===== src/rtl/fetch_seq_pkg.sv =====
// fetch_seq_pkg: shared state/opcode encodings and widths for the fetch sequencer
package fetch_seq_pkg;
  localparam int INSTR_W = 8;
  localparam int PC_W_DEFAULT = 8;
  localparam logic [INSTR_W-1:0] HALT_CODE = 8'hFF;
  typedef enum logic [2:0] {
    S_IDLE   = 3'd0,
    S_FETCH  = 3'd1,
    S_DECODE = 3'd2,
    S_EXEC   = 3'd3,
    S_HALTED = 3'd4
  } state_t;
  typedef enum logic [1:0] {
    OP_MOV = 2'b00,
    OP_ADD = 2'b01,
    OP_JMP = 2'b10,
    OP_SYS = 2'b11
  } opcode_t;
endpackage


===== src/rtl/fetch_sequencer_instr_decoder.sv =====
// instr_decoder: combinational IR decode into register fields, ALU op and control flags
//   ir_i        instruction register
//   read_reg_o  source register IR[2:0];  write_reg_o  destination IR[5:3]
//   alu_op_o    1 = add rd+rs;  is_write_o / is_jump_o / is_halt_o  class flags
//   jmp_off_o   IR[5:0] sign-extended to PC_WIDTH
module instr_decoder
  import fetch_seq_pkg::*;
#(
  parameter int PC_WIDTH   = PC_W_DEFAULT,
  parameter int REG_ADDR_W = 3
) (
  input  logic [INSTR_W-1:0]    ir_i,
  output logic [REG_ADDR_W-1:0] read_reg_o,
  output logic [REG_ADDR_W-1:0] write_reg_o,
  output logic                  alu_op_o,
  output logic                  is_write_o,
  output logic                  is_jump_o,
  output logic                  is_halt_o,
  output logic [PC_WIDTH-1:0]   jmp_off_o
);
  opcode_t op;
  assign op          = opcode_t'(ir_i[7:6]);
  assign read_reg_o  = ir_i[REG_ADDR_W-1:0];
  assign write_reg_o = ir_i[2*REG_ADDR_W-1:REG_ADDR_W];
  assign alu_op_o    = op == OP_ADD;
  assign is_write_o  = op == OP_MOV || op == OP_ADD;
  assign is_jump_o   = op == OP_JMP;
  assign is_halt_o   = ir_i == HALT_CODE;
  assign jmp_off_o   = {{(PC_WIDTH-6){ir_i[5]}}, ir_i[5:0]};
endmodule


===== src/rtl/fetch_sequencer.sv =====
// fetch_sequencer: multi-cycle fetch/decode/execute control FSM with jump, halt and memory wait states
//   clk, Reset (async, active-low), run (start, sampled in IDLE)
//   imem_ready / InstructionCode  instruction memory handshake and data
//   PC, IR                        registered program counter and instruction register
//   ReadReg, WriteReg, AluOp      register-file/ALU controls decoded from IR
//   RegWrite, InstrDone           one-cycle strobes in EXEC
//   Busy, Halted                  status
//   retire_count                  only with SEQ_RETIRE_COUNT_EN: saturating count of retired instructions
module fetch_sequencer
  import fetch_seq_pkg::*;
#(
  parameter int                  PC_WIDTH     = PC_W_DEFAULT,
  parameter logic [PC_WIDTH-1:0] RESET_VECTOR = '0,
  parameter int                  REG_ADDR_W   = 3
) (
  input  logic                  clk,
  input  logic                  Reset,
  input  logic                  run,
  input  logic                  imem_ready,
  input  logic [INSTR_W-1:0]    InstructionCode,
  output logic [PC_WIDTH-1:0]   PC,
  output logic [INSTR_W-1:0]    IR,
  output logic [REG_ADDR_W-1:0] ReadReg,
  output logic [REG_ADDR_W-1:0] WriteReg,
  output logic                  AluOp,
  output logic                  RegWrite,
  output logic                  InstrDone,
  output logic                  Busy,
  output logic                  Halted
`ifdef SEQ_RETIRE_COUNT_EN
  ,
  output logic [15:0]           retire_count
`endif
);
  state_t state_q, state_d;
  logic [PC_WIDTH-1:0] pc_q, pc_d, jmp_off;
  logic [INSTR_W-1:0] ir_q, ir_d;
  logic alu_op, is_write, is_jump, is_halt, in_exec;
  instr_decoder #(.PC_WIDTH(PC_WIDTH), .REG_ADDR_W(REG_ADDR_W)) u_dec (
    .ir_i       (ir_q),
    .read_reg_o (ReadReg),
    .write_reg_o(WriteReg),
    .alu_op_o   (alu_op),
    .is_write_o (is_write),
    .is_jump_o  (is_jump),
    .is_halt_o  (is_halt),
    .jmp_off_o  (jmp_off)
  );
  always_comb begin
    state_d = state_q;
    pc_d    = pc_q;
    ir_d    = ir_q;
    case (state_q)
      S_IDLE:   state_d = run ? S_FETCH : S_IDLE;
      S_FETCH: begin
        ir_d    = imem_ready ? InstructionCode : ir_q;
        state_d = imem_ready ? S_DECODE : S_FETCH;
      end
      S_DECODE: state_d = S_EXEC;
      S_EXEC: begin
        // HALT leaves PC pointing at itself; everything else advances or jumps
        state_d = is_halt ? S_HALTED : S_FETCH;
        pc_d    = is_halt ? pc_q : pc_q + (is_jump ? jmp_off : PC_WIDTH'(1));
      end
      S_HALTED: state_d = S_HALTED;
      default:  state_d = S_IDLE;
    endcase
  end
  always_ff @(posedge clk or negedge Reset) begin
    if (!Reset) begin
      state_q <= S_IDLE;
      pc_q    <= RESET_VECTOR;
      ir_q    <= '0;
    end else begin
      state_q <= state_d;
      pc_q    <= pc_d;
      ir_q    <= ir_d;
    end
  end
  assign in_exec   = state_q == S_EXEC;
  assign PC        = pc_q;
  assign IR        = ir_q;
  assign RegWrite  = in_exec && is_write;
  assign InstrDone = in_exec;
  assign AluOp     = (in_exec || state_q == S_DECODE) && alu_op;
  assign Busy      = state_q == S_FETCH || state_q == S_DECODE || in_exec;
  assign Halted    = state_q == S_HALTED;
`ifdef SEQ_RETIRE_COUNT_EN
  logic [15:0] rc_q;
  always_ff @(posedge clk or negedge Reset) begin
    if (!Reset) rc_q <= '0;
    else if (InstrDone && rc_q != 16'hFFFF) rc_q <= rc_q + 16'd1;
  end
  assign retire_count = rc_q;
`endif
endmodule

===== config.mk =====
export PLATFORM = sky130hd
export DESIGN_NAME = fetch_sequencer
export DESIGN_NICKNAME = d
export VERILOG_FILES = /design/src/rtl/fetch_seq_pkg.sv /design/src/rtl/fetch_sequencer_instr_decoder.sv /design/src/rtl/fetch_sequencer.sv
export SDC_FILE = /design/constraint.sdc
export NUM_CORES = 1
export LEC_CHECK = 0
export CORE_ASPECT_RATIO = 0.75
export CORE_MARGIN = 4
export CORE_UTILIZATION = 44
export CTS_CLUSTER_SIZE = 20
export DETAILED_ROUTE_END_ITERATION = 12
export GPL_TIMING_DRIVEN = 0
export PLACE_DENSITY = 0.89
export SYNTH_ARGS = -nofsm -noshare
export SYNTH_HDL_FRONTEND = slang
export SYNTH_SLANG_ARGS = --single-unit

===== constraint.sdc =====
create_clock -name clk -period 3.13 [get_ports clk]
set_clock_uncertainty 0.05 [all_clocks]
set_input_delay 0.313 -clock clk [delete_from_list [all_inputs] [get_ports clk]]
set_output_delay 0.313 -clock clk [all_outputs]
set_load 0.05 [all_outputs]

==> impl_metrics.toml <==
[cts]
htreeDepth = 1
clockRootBuffer = "clkbuf_4"
cts_tree = "done"
clock_latency_ps = 300
clkTransAtPathRegs_ps = 100
cts_made_buffers = 3
postCtsSetupRepairBufs = 0
ctsHoldBuffers = 0
clkSinkCount = 19
ctsResizeCount = 0
clk_path_buf_depth = 2

[grt]
antenna_found_initial = 0
grt_util_all_layers_pct = 16.3
grt.overflow.total = 0
grt_max_degree = 20
grt_pass1_vias = 901
grt_pass1_wl_um = 4220

[yosys]
synthArstFlopShare_pct = 100
synthTopCellsByCount = "dfrtp_1 (19), mux2_2 (9), o21ai_0 (7)"
yosys.cell_count.top_type = "dfrtp_1"
ys_seq_elements = 19
synthesis.nets = 122
avgSynthCellArea_um2 = 10.7
ys.flop_type = "dfrtp_1"
netlist_top_cells_area = "dfrtp_1 (43%), mux2_2 (9.1%), ha_1 (5.6%), buf_4 (4.1%), o21ai_0 (3.2%)"
yosysWarningCount = 0
synthDominantCellAreaShare_pct = 42.8
ys_seq_area_share_pct = 42.8
synth_edf_count = 0
syn_area_um2 = 1110
yosysTopAreaCell = "dfrtp_1"
syn_inst = 104
synth_cell_types = 35

[floorplanning]
initial_utilization_pct = 47.3
io_pins = 39
die_width_um = 66.0
core_um2 = 2350
std_cell_rows = 15
fp.dieH_um = 51.5
die_area_um2 = 3400

[cells_and_area]
antenna_cells = 0
syn_to_final_growth_pct = 40.5
final_nets = 165
multi_input_area_um2 = 569
layout-drive-gt1-share_pct = 14.4
fin_util_pct = 66.5
fill_cells = 193
instances_no_fill = 180
regArea_um2 = 475

[timing]
maxSlewHeadroom_pct = 44.2
hold_viol_final = 0
fin_crit_ps = 2590
setup_slack_ps = 541
fmax_mhz = 386
worst_slew_pin_slew_ps = 835
drv_slew = 0
fin_tns_setup_ps = 0
setup_viol_count_final = 0
rsz0062_at_grt = "no"
post-route-period-util_pct = 82.7

[placed_design]
place_congestion = 0.763
portBuffers = 38
place_inst = 176
dp_hpwl_um = 1980
place_ws_ps = 567

[critical_path]
cp-start-kind = "flop"
crit_fanout = 7
critPathCaptureType = "flop"
path_buf_inv = 1
crit_chain = "nor2b_1, nand2b_1, ha_1, inv_1, fa_1, nor2b_4, o31a_1, or4_1, a21oi_2, xor2_1"
slowest_delay_ps = 460
crit_type = "flop to flop"
critPathSlowestCell = "dfrtp_1"
critical-path-top-delay-family = "simple AND/OR/NAND/NOR gates"
required_ps = 3310
critical_path_arrival_ps = 2770

[job]
max_cap_viol_count = 0

[route]
drtPass1Iterations = 4
wl_um = 2480
vias_per_cell = 5.22
postRouteAntennaNets = 0
drt-wirelength-per-cell_um = 13.8
drtIter0Drc = 69
drc = 0
vias = 940

[worst_hold_path]
hp-class = "primary input to async pin"

[outcome]
status = "complete, no violations"
==> registers in the layout (all words and copies together), names as in the netlist <==
| register | flops |
|---|---|
| IR | 8 |
| PC | 8 |
| state_q | 3 |
==> worst paths after layout <==
check	from	to	slack [ps]	cells after the start
setup reg to reg	IR[7]$_DFFE_PN0P_	PC[6]$_DFFE_PN0N_	540	10
min in group clk	PC[7]$_DFFE_PN0N_	PC[7]$_DFFE_PN0N_	440	1
max in group asynchronous	Reset	IR[7]$_DFFE_PN0P_	2090	1
hold reg to reg	PC[7]$_DFFE_PN0N_	PC[7]$_DFFE_PN0N_	440	1
setup / recovery	IR[7]$_DFFE_PN0P_	PC[6]$_DFFE_PN0N_	540	10
hold / removal	Reset	PC[3]$_DFFE_PN0N_	430	1
==> through the flow <==
| stage | hold slack [ps] | instance area, µm² |
|---|---|---|
| 5_1_grt | 477 | 1560 |
| 3_5_place_dp | 427 | 1530 |
| 2_1_floorplan | -32.6 | 1110 |
| 6_report | 430 | 1560 |
| 3_3_place_gp | 415 | 1530 |
| 4_1_cts | 441 | 1560 |
==> cell usage in the layout, fill, tap and decap left out, types with 2 or more instances in the layout <==
| cell type | netlist | final |
|---|---|---|
| xnor2_1 | 2 | 2 |
| mux2i_1 | 2 | 2 |
| nor2_1 | 6 | 6 |
| nand2_1 | 4 | 4 |
| o21ai_0 | 7 | 7 |
| a21o_1 | 3 | 3 |
| and2_1 | 4 | 4 |
| nor4bb_1 | 2 | 2 |
| dfrtp_1 | 19 | 19 |
| clkbuf_4 | 0 | 3 |
| nor2b_1 | 2 | 2 |
| clkbuf_1 | 1 | 2 |
| inv_1 | 3 | 3 |
| a211oi_1 | 2 | 2 |
| mux2_2 | 9 | 9 |
| nand2b_1 | 2 | 2 |
| a21oi_1 | 4 | 4 |
| buf_4 | 6 | 6 |
| nand3b_1 | 2 | 2 |
| clkdlybuf4s50_1 | 0 | 38 |
| ha_1 | 5 | 5 |
| nand4_1 | 2 | 2 |
| xor2_1 | 3 | 3 |
==> logic make-up (layout without fill, tap and decap cells) <==
family	Yosys count	count (layout)	share of synthesized area, %
simple gates	29	29	15.9
compound gates	23	23	13.1
flops	19	19	42.8
mux	11	11	10.9
buf+inv	11	53	5.86
fa+ha+maj	6	6	7.44
xor+xnor	5	5	3.95
==> layer usage <==
metal / vias to the layer above / global-route usage, % / share of wire [%]
met5: - / 0 / 0
met4: 0 / 4.05 / 1.4
met3: 5 / 6.26 / 7.2
met2: 29 / 27.3 / 46
met1: 452 / 19.8 / 45
li1: 454 / - / -
==> worst register-to-register path, stage by stage, from the launching register on <==
cell      delay, ps
dfrtp_1         460
nor2b_1         310
nand2b_1         90
ha_1            220
inv_1            80
fa_1            260
nor2b_4          60
o31a_1          270
or4_1           430
a21oi_2         150
xor2_1          140
==> layout make-up <==
cell class                      instances  area share (%)
Multi-Input combinational cell         74            36.5
Sequential cell                        19            30.5
Timing Repair Buffer                   38            24.4
Buffer                                  8            3.45
Tap cell                               34            2.73
Clock buffer                            4            1.69
Inverter                                3           0.722
Power is not shown: default switching activity piles up to over one toggle a cycle in this logic, so the estimate is an artifact.
